File: config.mk
export PLATFORM = sky130hd
export DESIGN_NAME = keypad_scanner
export DESIGN_NICKNAME = d
export VERILOG_FILES = /design/src/rtl/keypad_scanner.sv
export SDC_FILE = /design/constraint.sdc
export NUM_CORES = 1
export LEC_CHECK = 0
export CAP_MARGIN = 20
export CELL_PAD_IN_SITES_DETAIL_PLACEMENT = 0
export CELL_PAD_IN_SITES_GLOBAL_PLACEMENT = 2
export CORE_MARGIN = 8
export CORE_UTILIZATION = 37
export CTS_CLUSTER_SIZE = 28
export DETAILED_ROUTE_END_ITERATION = 8
export PLACE_DENSITY = 0.78
export SETUP_SLACK_MARGIN = 0.1
export SYNTH_ARGS = -nofsm -noshare
export SYNTH_HDL_FRONTEND = slang
export SYNTH_SLANG_ARGS = --single-unit
File: constraint.sdc
create_clock -name clock -period 2.65 [get_ports clock]
set_input_delay 0.6625 -clock clock [delete_from_list [all_inputs] [get_ports clock]]
set_output_delay 0.6625 -clock clock [all_outputs]
set_load 0.1 [all_outputs]
File: src/rtl/keypad_scanner.sv
`default_nettype none
// +--------------------------------------------------------------------------+
// | keypad_scanner                                                           |
// | Scans a 4x3 membrane keypad, debounces it and emits key codes and the    |
// | '*'/'#' button pulses. KEYPAD_FUNC_KEYS_EN enables the button pulses.     |
// | Rev 1.0 - initial release                                                |
// +--------------------------------------------------------------------------+
module keypad_scanner #(
    parameter int SCAN_DWELL      = 4,
    parameter int DEBOUNCE_CYCLES = 4
) (
    input  logic       clock,
    input  logic       reset,
    input  logic [3:0] row_n,
    output logic [2:0] col_n,
    output logic [3:0] key,
    output logic       time_button,
    output logic       alarm_button
);

    localparam int c_DWELL_W = (SCAN_DWELL > 1) ? $clog2(SCAN_DWELL) : 1;
    localparam int c_CNT_W   = $clog2(DEBOUNCE_CYCLES + 1);
    localparam logic [c_DWELL_W-1:0] c_DWELL_LAST = c_DWELL_W'(SCAN_DWELL - 1);
    localparam logic [c_CNT_W-1:0]   c_CNT_LAST   = c_CNT_W'(DEBOUNCE_CYCLES - 1);
    localparam logic [3:0]           c_NO_KEY     = 4'hA;

    typedef enum logic [1:0] {
        ST_SCAN       = 2'd0,
        ST_PRESS_DB   = 2'd1,
        ST_PRESSED    = 2'd2,
        ST_RELEASE_DB = 2'd3
    } state_t;

    state_t               r_state, w_state_nxt;
    logic [3:0]           r_sync1, r_rows;
    logic [c_DWELL_W-1:0] r_dwell, w_dwell_nxt;
    logic [c_CNT_W-1:0]   r_cnt, w_cnt_nxt;
    logic [1:0]           r_col, w_col_nxt, w_col_inc;
    logic [2:0]           r_col_n;
    logic [3:0]           r_pat, w_pat_nxt;
    logic [1:0]           r_row, w_row_nxt, w_row_idx;
    logic [3:0]           r_key, w_key_nxt;
    logic                 r_time, w_time_nxt;
    logic                 r_alarm, w_alarm_nxt;
    logic [3:0]           w_rows_eff, w_low;
    logic                 w_single_low, w_func_key;

    function automatic logic [3:0] f_key_code(input logic [1:0] row, input logic [1:0] col);
        if (row == 2'd3) return 4'd0;
        return ({2'b00, row} * 4'd3) + {2'b00, col} + 4'd1;
    endfunction

    always_ff @(posedge clock or negedge reset) begin
        if (!reset) begin
            r_sync1 <= 4'hF;
            r_rows  <= 4'hF;
        end else begin
            r_sync1 <= row_n;
            r_rows  <= r_sync1;
        end
    end

`ifdef KEYPAD_FUNC_KEYS_EN
    assign w_rows_eff = r_rows;
`else
    // Without function keys, '*' and '#' are invisible to the scanner.
    assign w_rows_eff = (r_col == 2'd1) ? r_rows : (r_rows | 4'b1000);
`endif

    assign w_low        = ~w_rows_eff;
    assign w_single_low = (w_low != 4'd0) && ((w_low & (w_low - 4'd1)) == 4'd0);
    assign w_col_inc    = (r_col == 2'd2) ? 2'd0 : r_col + 2'd1;
    assign w_func_key   = (r_row == 2'd3) && (r_col != 2'd1);

    always_comb begin
        w_row_idx = 2'd0;
        case (w_low)
            4'b0010: w_row_idx = 2'd1;
            4'b0100: w_row_idx = 2'd2;
            4'b1000: w_row_idx = 2'd3;
            default: w_row_idx = 2'd0;
        endcase
    end

    always_comb begin
        w_state_nxt = r_state;
        w_dwell_nxt = r_dwell;
        w_cnt_nxt   = r_cnt;
        w_col_nxt   = r_col;
        w_pat_nxt   = r_pat;
        w_row_nxt   = r_row;
        w_key_nxt   = r_key;
        w_time_nxt  = 1'b0;
        w_alarm_nxt = 1'b0;
        case (r_state)
            ST_SCAN: begin
                if (r_dwell == c_DWELL_LAST) begin
                    w_dwell_nxt = '0;
                    if (w_single_low) begin
                        w_pat_nxt   = w_rows_eff;
                        w_row_nxt   = w_row_idx;
                        w_cnt_nxt   = c_CNT_W'(1);
                        w_state_nxt = ST_PRESS_DB;
                    end else begin
                        w_col_nxt = w_col_inc;
                    end
                end else begin
                    w_dwell_nxt = r_dwell + 1'b1;
                end
            end
            ST_PRESS_DB: begin
                if (w_rows_eff != r_pat) begin
                    w_cnt_nxt   = '0;
                    w_col_nxt   = w_col_inc;
                    w_state_nxt = ST_SCAN;
                end else if (r_cnt == c_CNT_LAST) begin
                    w_cnt_nxt   = '0;
                    w_state_nxt = ST_PRESSED;
                    if (w_func_key) begin
`ifdef KEYPAD_FUNC_KEYS_EN
                        w_time_nxt  = (r_col == 2'd0);
                        w_alarm_nxt = (r_col == 2'd2);
`endif
                    end else begin
                        w_key_nxt = f_key_code(r_row, r_col);
                    end
                end else begin
                    w_cnt_nxt = r_cnt + 1'b1;
                end
            end
            ST_PRESSED: begin
                if (r_rows[r_row]) begin
                    w_cnt_nxt   = c_CNT_W'(1);
                    w_state_nxt = ST_RELEASE_DB;
                end
            end
            ST_RELEASE_DB: begin
                if (!r_rows[r_row]) begin
                    w_cnt_nxt   = '0;
                    w_state_nxt = ST_PRESSED;
                end else if (r_cnt == c_CNT_LAST) begin
                    w_cnt_nxt   = '0;
                    w_key_nxt   = c_NO_KEY;
                    w_col_nxt   = w_col_inc;
                    w_state_nxt = ST_SCAN;
                end else begin
                    w_cnt_nxt = r_cnt + 1'b1;
                end
            end
            default: w_state_nxt = ST_SCAN;
        endcase
    end

    always_ff @(posedge clock or negedge reset) begin
        if (!reset) begin
            r_state <= ST_SCAN;
            r_dwell <= '0;
            r_cnt   <= '0;
            r_col   <= 2'd0;
            r_col_n <= 3'b110;
            r_pat   <= 4'hF;
            r_row   <= 2'd0;
            r_key   <= c_NO_KEY;
            r_time  <= 1'b0;
            r_alarm <= 1'b0;
        end else begin
            r_state <= w_state_nxt;
            r_dwell <= w_dwell_nxt;
            r_cnt   <= w_cnt_nxt;
            r_col   <= w_col_nxt;
            r_col_n <= ~(3'b001 << w_col_nxt);
            r_pat   <= w_pat_nxt;
            r_row   <= w_row_nxt;
            r_key   <= w_key_nxt;
            r_time  <= w_time_nxt;
            r_alarm <= w_alarm_nxt;
        end
    end

    assign col_n        = r_col_n;
    assign key          = r_key;
    assign time_button  = r_time;
    assign alarm_button = r_alarm;

endmodule
`default_nettype wire

Yosys cells after proc, flatten, opt, wreduce, memory -nomap -nowiden
Cells that the tools add are included. Widths: inputs -> output; s select.

Bits in registers: 30. Input port bits: 6. Output and inout port bits: 9. Logic and storage cells: 95.

$add $sub $neg: 6. $mul: 1. $lt $le $gt $ge: 1. Eq/ne operators: 23. Shifts and indexed selects: 1. Muxes and demuxes: 40. Bitwise logic cells: 3. Reduce and logical (&&, ||, !) cells: 10.

Operators by type and width (count): $mux 4 (8); $mux 2 (14); $mux 3 (6); $ne 2x2->1 const B (8); $pmux 2 s3 (2); $pmux 3 s4 (1); $eq 2x2->1 const B (5); $pmux 2 s4 (1); $pmux 4 s2 (1); $mux 1 (6); $ne 3x3->1 const B (2); $reduce_and 3->1 (2); $reduce_and 6->1 (1); $reduce_and 5->1 (1); $add 2x1->2 const B (2); $add 4x1->4 const B (1); $add 4x2->4 (1); $and 4x4->4 (1); $eq 2x1->1 const B (2); $eq 4x2->1 const B (1); $eq 4x3->1 const B (1); $eq 4x4->1 const B (1); $logic_not 4->1 (1); $mul 2x2->4 const B (1); 14 further kinds (15).

Depth between registers and ports, before layout
Depth in word-level cells: 12. Depth in mapped cells: 7. Gate-level depth less buffers: 6.

Worst setup path before layout
No wires, ideal clock.

Path type: register to register. Start: register r_rows[2]. End: register r_col[0]. Library setup time: 0.128 ns. Arrival time: 1.873 ns. Required time: 2.522 ns. Setup slack: 0.650 ns. Stages on the path, launching flop included: 6. Buffers on the path: 1. Period minus slack after synthesis: 2.000 ns. Cell sequence: dfstp_2 clkbuf_1 nor3_1 or3_4 o221ai_4 mux2_1.

Word-level cells in the longest chain between the ends: 9. Elaborated cells on any way between the ends: 15. Classes of those cells: add/sub (1); eq/ne (1); mux (8); bitwise (2); reduce/logical (3).

Ends and longest elaborated chain: start, declared (RTL line 35) `logic [3:0] r_sync1, r_rows;`; start signal, assigned (RTL line 59) `r_rows <= r_sync1;`; $mux 4 (RTL line 67) `assign w_rows_eff = (r_col == 2'd1) ? r_rows : (r_rows | 4'b1000);`; $not 4->4 (RTL line 70) `assign w_low = ~w_rows_eff;`; $sub 4x1->4 (RTL line 71) `assign w_single_low = (w_low != 4'd0) && ((w_low & (w_low - 4'd1)) == 4'd0);`; $and 4x4->4 (RTL line 71); $logic_not 4->1 (RTL line 71); $logic_and 1x1->1 (RTL line 71); $mux 2 (RTL line 99) `if (w_single_low) begin`; $mux 2 (RTL line 97) `if (r_dwell == c_DWELL_LAST) begin`; $pmux 2 s3 * (RTL line 95) `case (r_state)`; via w_col_nxt[0] (RTL line 38) `logic [1:0] r_col, w_col_nxt, w_col_inc;`; end signal, assigned (RTL line 170) `r_col <= w_col_nxt;`; end, declared (RTL line 38).

Mark *: on every way through the listed nets, which the timed path passes. The rest lies on a longest branch. The select of a mux whose other input is x is not followed. A chain may end at the register's enable or synchronous reset.

Worst setup path after layout
Start: register r_col[1]. End: register r_col[1].

Word-level cells in the longest chain between the ends: 10. Elaborated cells on any way between the ends: 18. Classes of those cells: add/sub (2); eq/ne (3); mux (8); bitwise (2); reduce/logical (3).

Ends and longest elaborated chain (RTL line): $eq 2x1->1 (67); $mux 4 (67); $not 4->4 (70); $sub 4x1->4 (71); $and 4x4->4 (71); $logic_not 4->1 (71); $logic_and 1x1->1 (71); $mux 2 (99); $mux 2 (97); $pmux 2 s3 * (95); via w_col_nxt[1] (38).

Mark *: on every way through the listed nets, which the timed path passes. The rest lies on a longest branch.

==> metrics <==
outcome complete, no violations; drt first pass iters 4; number of cells produced by synthesis 134; post-DP HPWL 2100 um; Post-CTS Setup Bufs 0; NetSw 791 uW; starting density of the core 0.386; RSZ-0062 raised after global routing no; Final Wtd Congestion 0.736; final global-route overflow total 0; HP Start r_sync1[2]; fin nets 163; H-tree levels 2; post-route core utilization 0.447; largest area contributor in the netlist dfstp_2; first-pass GRT wire length 4690 um; RR Startpoint r_col[1]; Cell Pwr Density 1080 mW/mm2; Clock power frac 0.193; Comb power frac 0.432; core area 0.00403 mm2; Vias/cell 5.12; capture point of the worst reg-to-reg path r_col[1]; footprint of the multi-input gates 719 um2; share of the synthesized area in the top cell type 0.271; Syn-to-layout area delta 15.8%; CTS Buffer Depth 2; asr flop ratio synth 1.00; clock tree sinks 30; final setup vio count 0; R2R cell count 5; max-slew violation count 0; Final Hold Fails 0; Detail Route Antenna Nets 0; Main synth FF type dfstp_2; M2 GR Usage 0.149; YS warnings 0; Root Buffer clkbuf_8; Fin Clk Skew 0.00637 ns; critical path startpoint category flip-flop; pin count of the biggest net entering global routing 31; share of layout cells above drive strength 1 0.293; number of antenna violations at the first check in global routing 0; most common cell in the netlist dfstp_2; clk slew on worst S/H paths 0.06 ns; num ports 15; worst skew pair latency 0.28 ns; Pint 1150 uW; met3 usage 0.0265; die area 0.00653 mm2; num rows 23; ant diodes 0; CTS Buf Count 5; GRT Total Usage 0.0947; Seq/Total Area, Yosys 0.496; Period Utilization, post-route 0.808; switching share of power 0.408; fillers 402; Die H 80.8 um; Synth Register Bits 30; launch point of the critical path r_col[1]; hold buffers post-CTS 0; initial drt markers 16; Port Buffers 12; vias 1024; CTS tree yes; Worst Hold Depth 0; met1 Use GR 0.112; crit-path max FO 8; drt total wl 2810 um; Netlist cell types 40; Post-Syn Area per Cell 11.6 um2; data arrival time of the worst path 2.30 ns; Post-synth EDFFs 0; critical path type reg2reg; vias in the first global route 1019; largest cells by area after synthesis dfstp_2 (27%), dfrtp_1 (23%), ha_1 (4.8%); Max-Cap Viols 0; Hold WC Path Type reg2reg; Peak VDD IR 0.000734 V; Leak Pwr 0.000766 uW; global route hottest layer met2; Fin Setup TNS 0 ns; post-cts resize count 0; Flop pwr share 0.375; storage element area 771 um2; Die Width 80.8 um; top post-synthesis cells by count dfstp_2 (16), dfrtp_1 (14), a21oi_1 (9), inv_1 (9); Setup crit end kind flip-flop; Tmin final 2.14 ns; worst reg2reg setup slack 0.51 ns; Synth Cell Area 0.00155 mm2; Worst EP required 2.81 ns; fmax 467 MHz; Routed wire per std cell 14.1 um; drt drc 0; hold worst-path end r_rows[2]
==> power groups by stage <==
stage               Clock [uW]  Combinational, uW  Sequential [uW]
floorplan                    0                500              904
global placement             0                826              732
detailed placement           0                849              738
CTS                        395                853              732
global route               408                917              750
finish                     374                838              727
==> registers in the layout (all words and copies together), names as in the netlist <==
signal / cells
r_dwell: 2
r_sync1: 4
r_row: 2
r_state: 2
key: 4
r_rows: 4
r_pat: 4
r_cnt: 3
col_n: 3
r_col: 2
==> cell usage in the layout (no fill, tap or decap), types with 2 or more instances in the layout <==
| cell | netlist | final |
|---|---|---|
| mux2_1 | 2 | 2 |
| clkbuf_8 | 0 | 6 |
| fa_1 | 2 | 2 |
| nor2b_1 | 4 | 4 |
| xnor2_1 | 5 | 5 |
| o21ai_0 | 4 | 4 |
| a31oi_1 | 2 | 2 |
| buf_4 | 2 | 9 |
| nand2_1 | 6 | 6 |
| ha_1 | 6 | 6 |
| conb_1 | 1 | 2 |
| nor3_1 | 4 | 4 |
| clkdlybuf4s50_1 | 0 | 5 |
| a21o_1 | 2 | 2 |
| dfrtp_1 | 14 | 14 |
| mux2i_1 | 3 | 3 |
| o22a_1 | 2 | 2 |
| a21oi_1 | 9 | 9 |
| nand3b_1 | 2 | 2 |
| nand4_1 | 2 | 2 |
| nand3_1 | 4 | 4 |
| mux2_2 | 6 | 6 |
| a32o_1 | 2 | 2 |
| dfstp_2 | 16 | 16 |
| nor2_1 | 5 | 5 |
| inv_1 | 9 | 9 |
==> cell families after synthesis <==
logic type	synth area share
and+or+nand+nor	0.124
DFF	0.496
AOI/OAI and AO/OA	0.134
buffers and inverters	0.0435
muxes	0.0918
adders and majority gates	0.0741
xor gates and xnor gates	0.0338
other	0.00241
==> cell type report <==
type / count / share of cell area
tap: 50 / 0.0348
timing repair buffer: 14 / 0.0654
inverter: 9 / 0.0188
sequential: 30 / 0.428
clock inverter: 2 / 0.00695
multi-input combinational: 89 / 0.400
clock buffer: 6 / 0.0459
==> how the worst max path moves through the flow <==
stage          slack (ns)        to
2_1_floorplan        0.65  r_col[0]
3_3_place_gp         0.57  r_col[0]
3_5_place_dp         0.50  r_col[1]
4_1_cts              0.50  r_col[1]
5_1_grt              0.36  r_col[1]
6_report             0.51  r_col[1]
==> worst max-delay path, cell delays in order (launching register included) <==
cell and delay, ns:
dfrtp_1 0.48, nor3b_4 0.38, a21oi_1 0.08, or3_4 0.42, o221ai_4 0.30, mux2_1 0.36
==> through the flow <==
step	worst slack (ns)	hold WS (ns)	total power, uW	cell area (um2)	cells
after CTS	0.499	0.356	1980	1800	200
after global routing	0.361	0.359	2070	1800	200
after detailed placement	0.501	0.347	1590	1700	192
after global placement	0.573	0.346	1560	1700	192
final	0.508	0.356	1940	1800	200
after floorplan	0.650	0.345	1400	1560	135
==> metal layers <==
layer | vias up | share of wire
met5 | - | 0
met4 | 0 | 0.024
met3 | 8 | 0.038
met2 | 14 | 0.47
met1 | 504 | 0.47
li1 | 498 | -
Power figures use the tool's default switching activity.
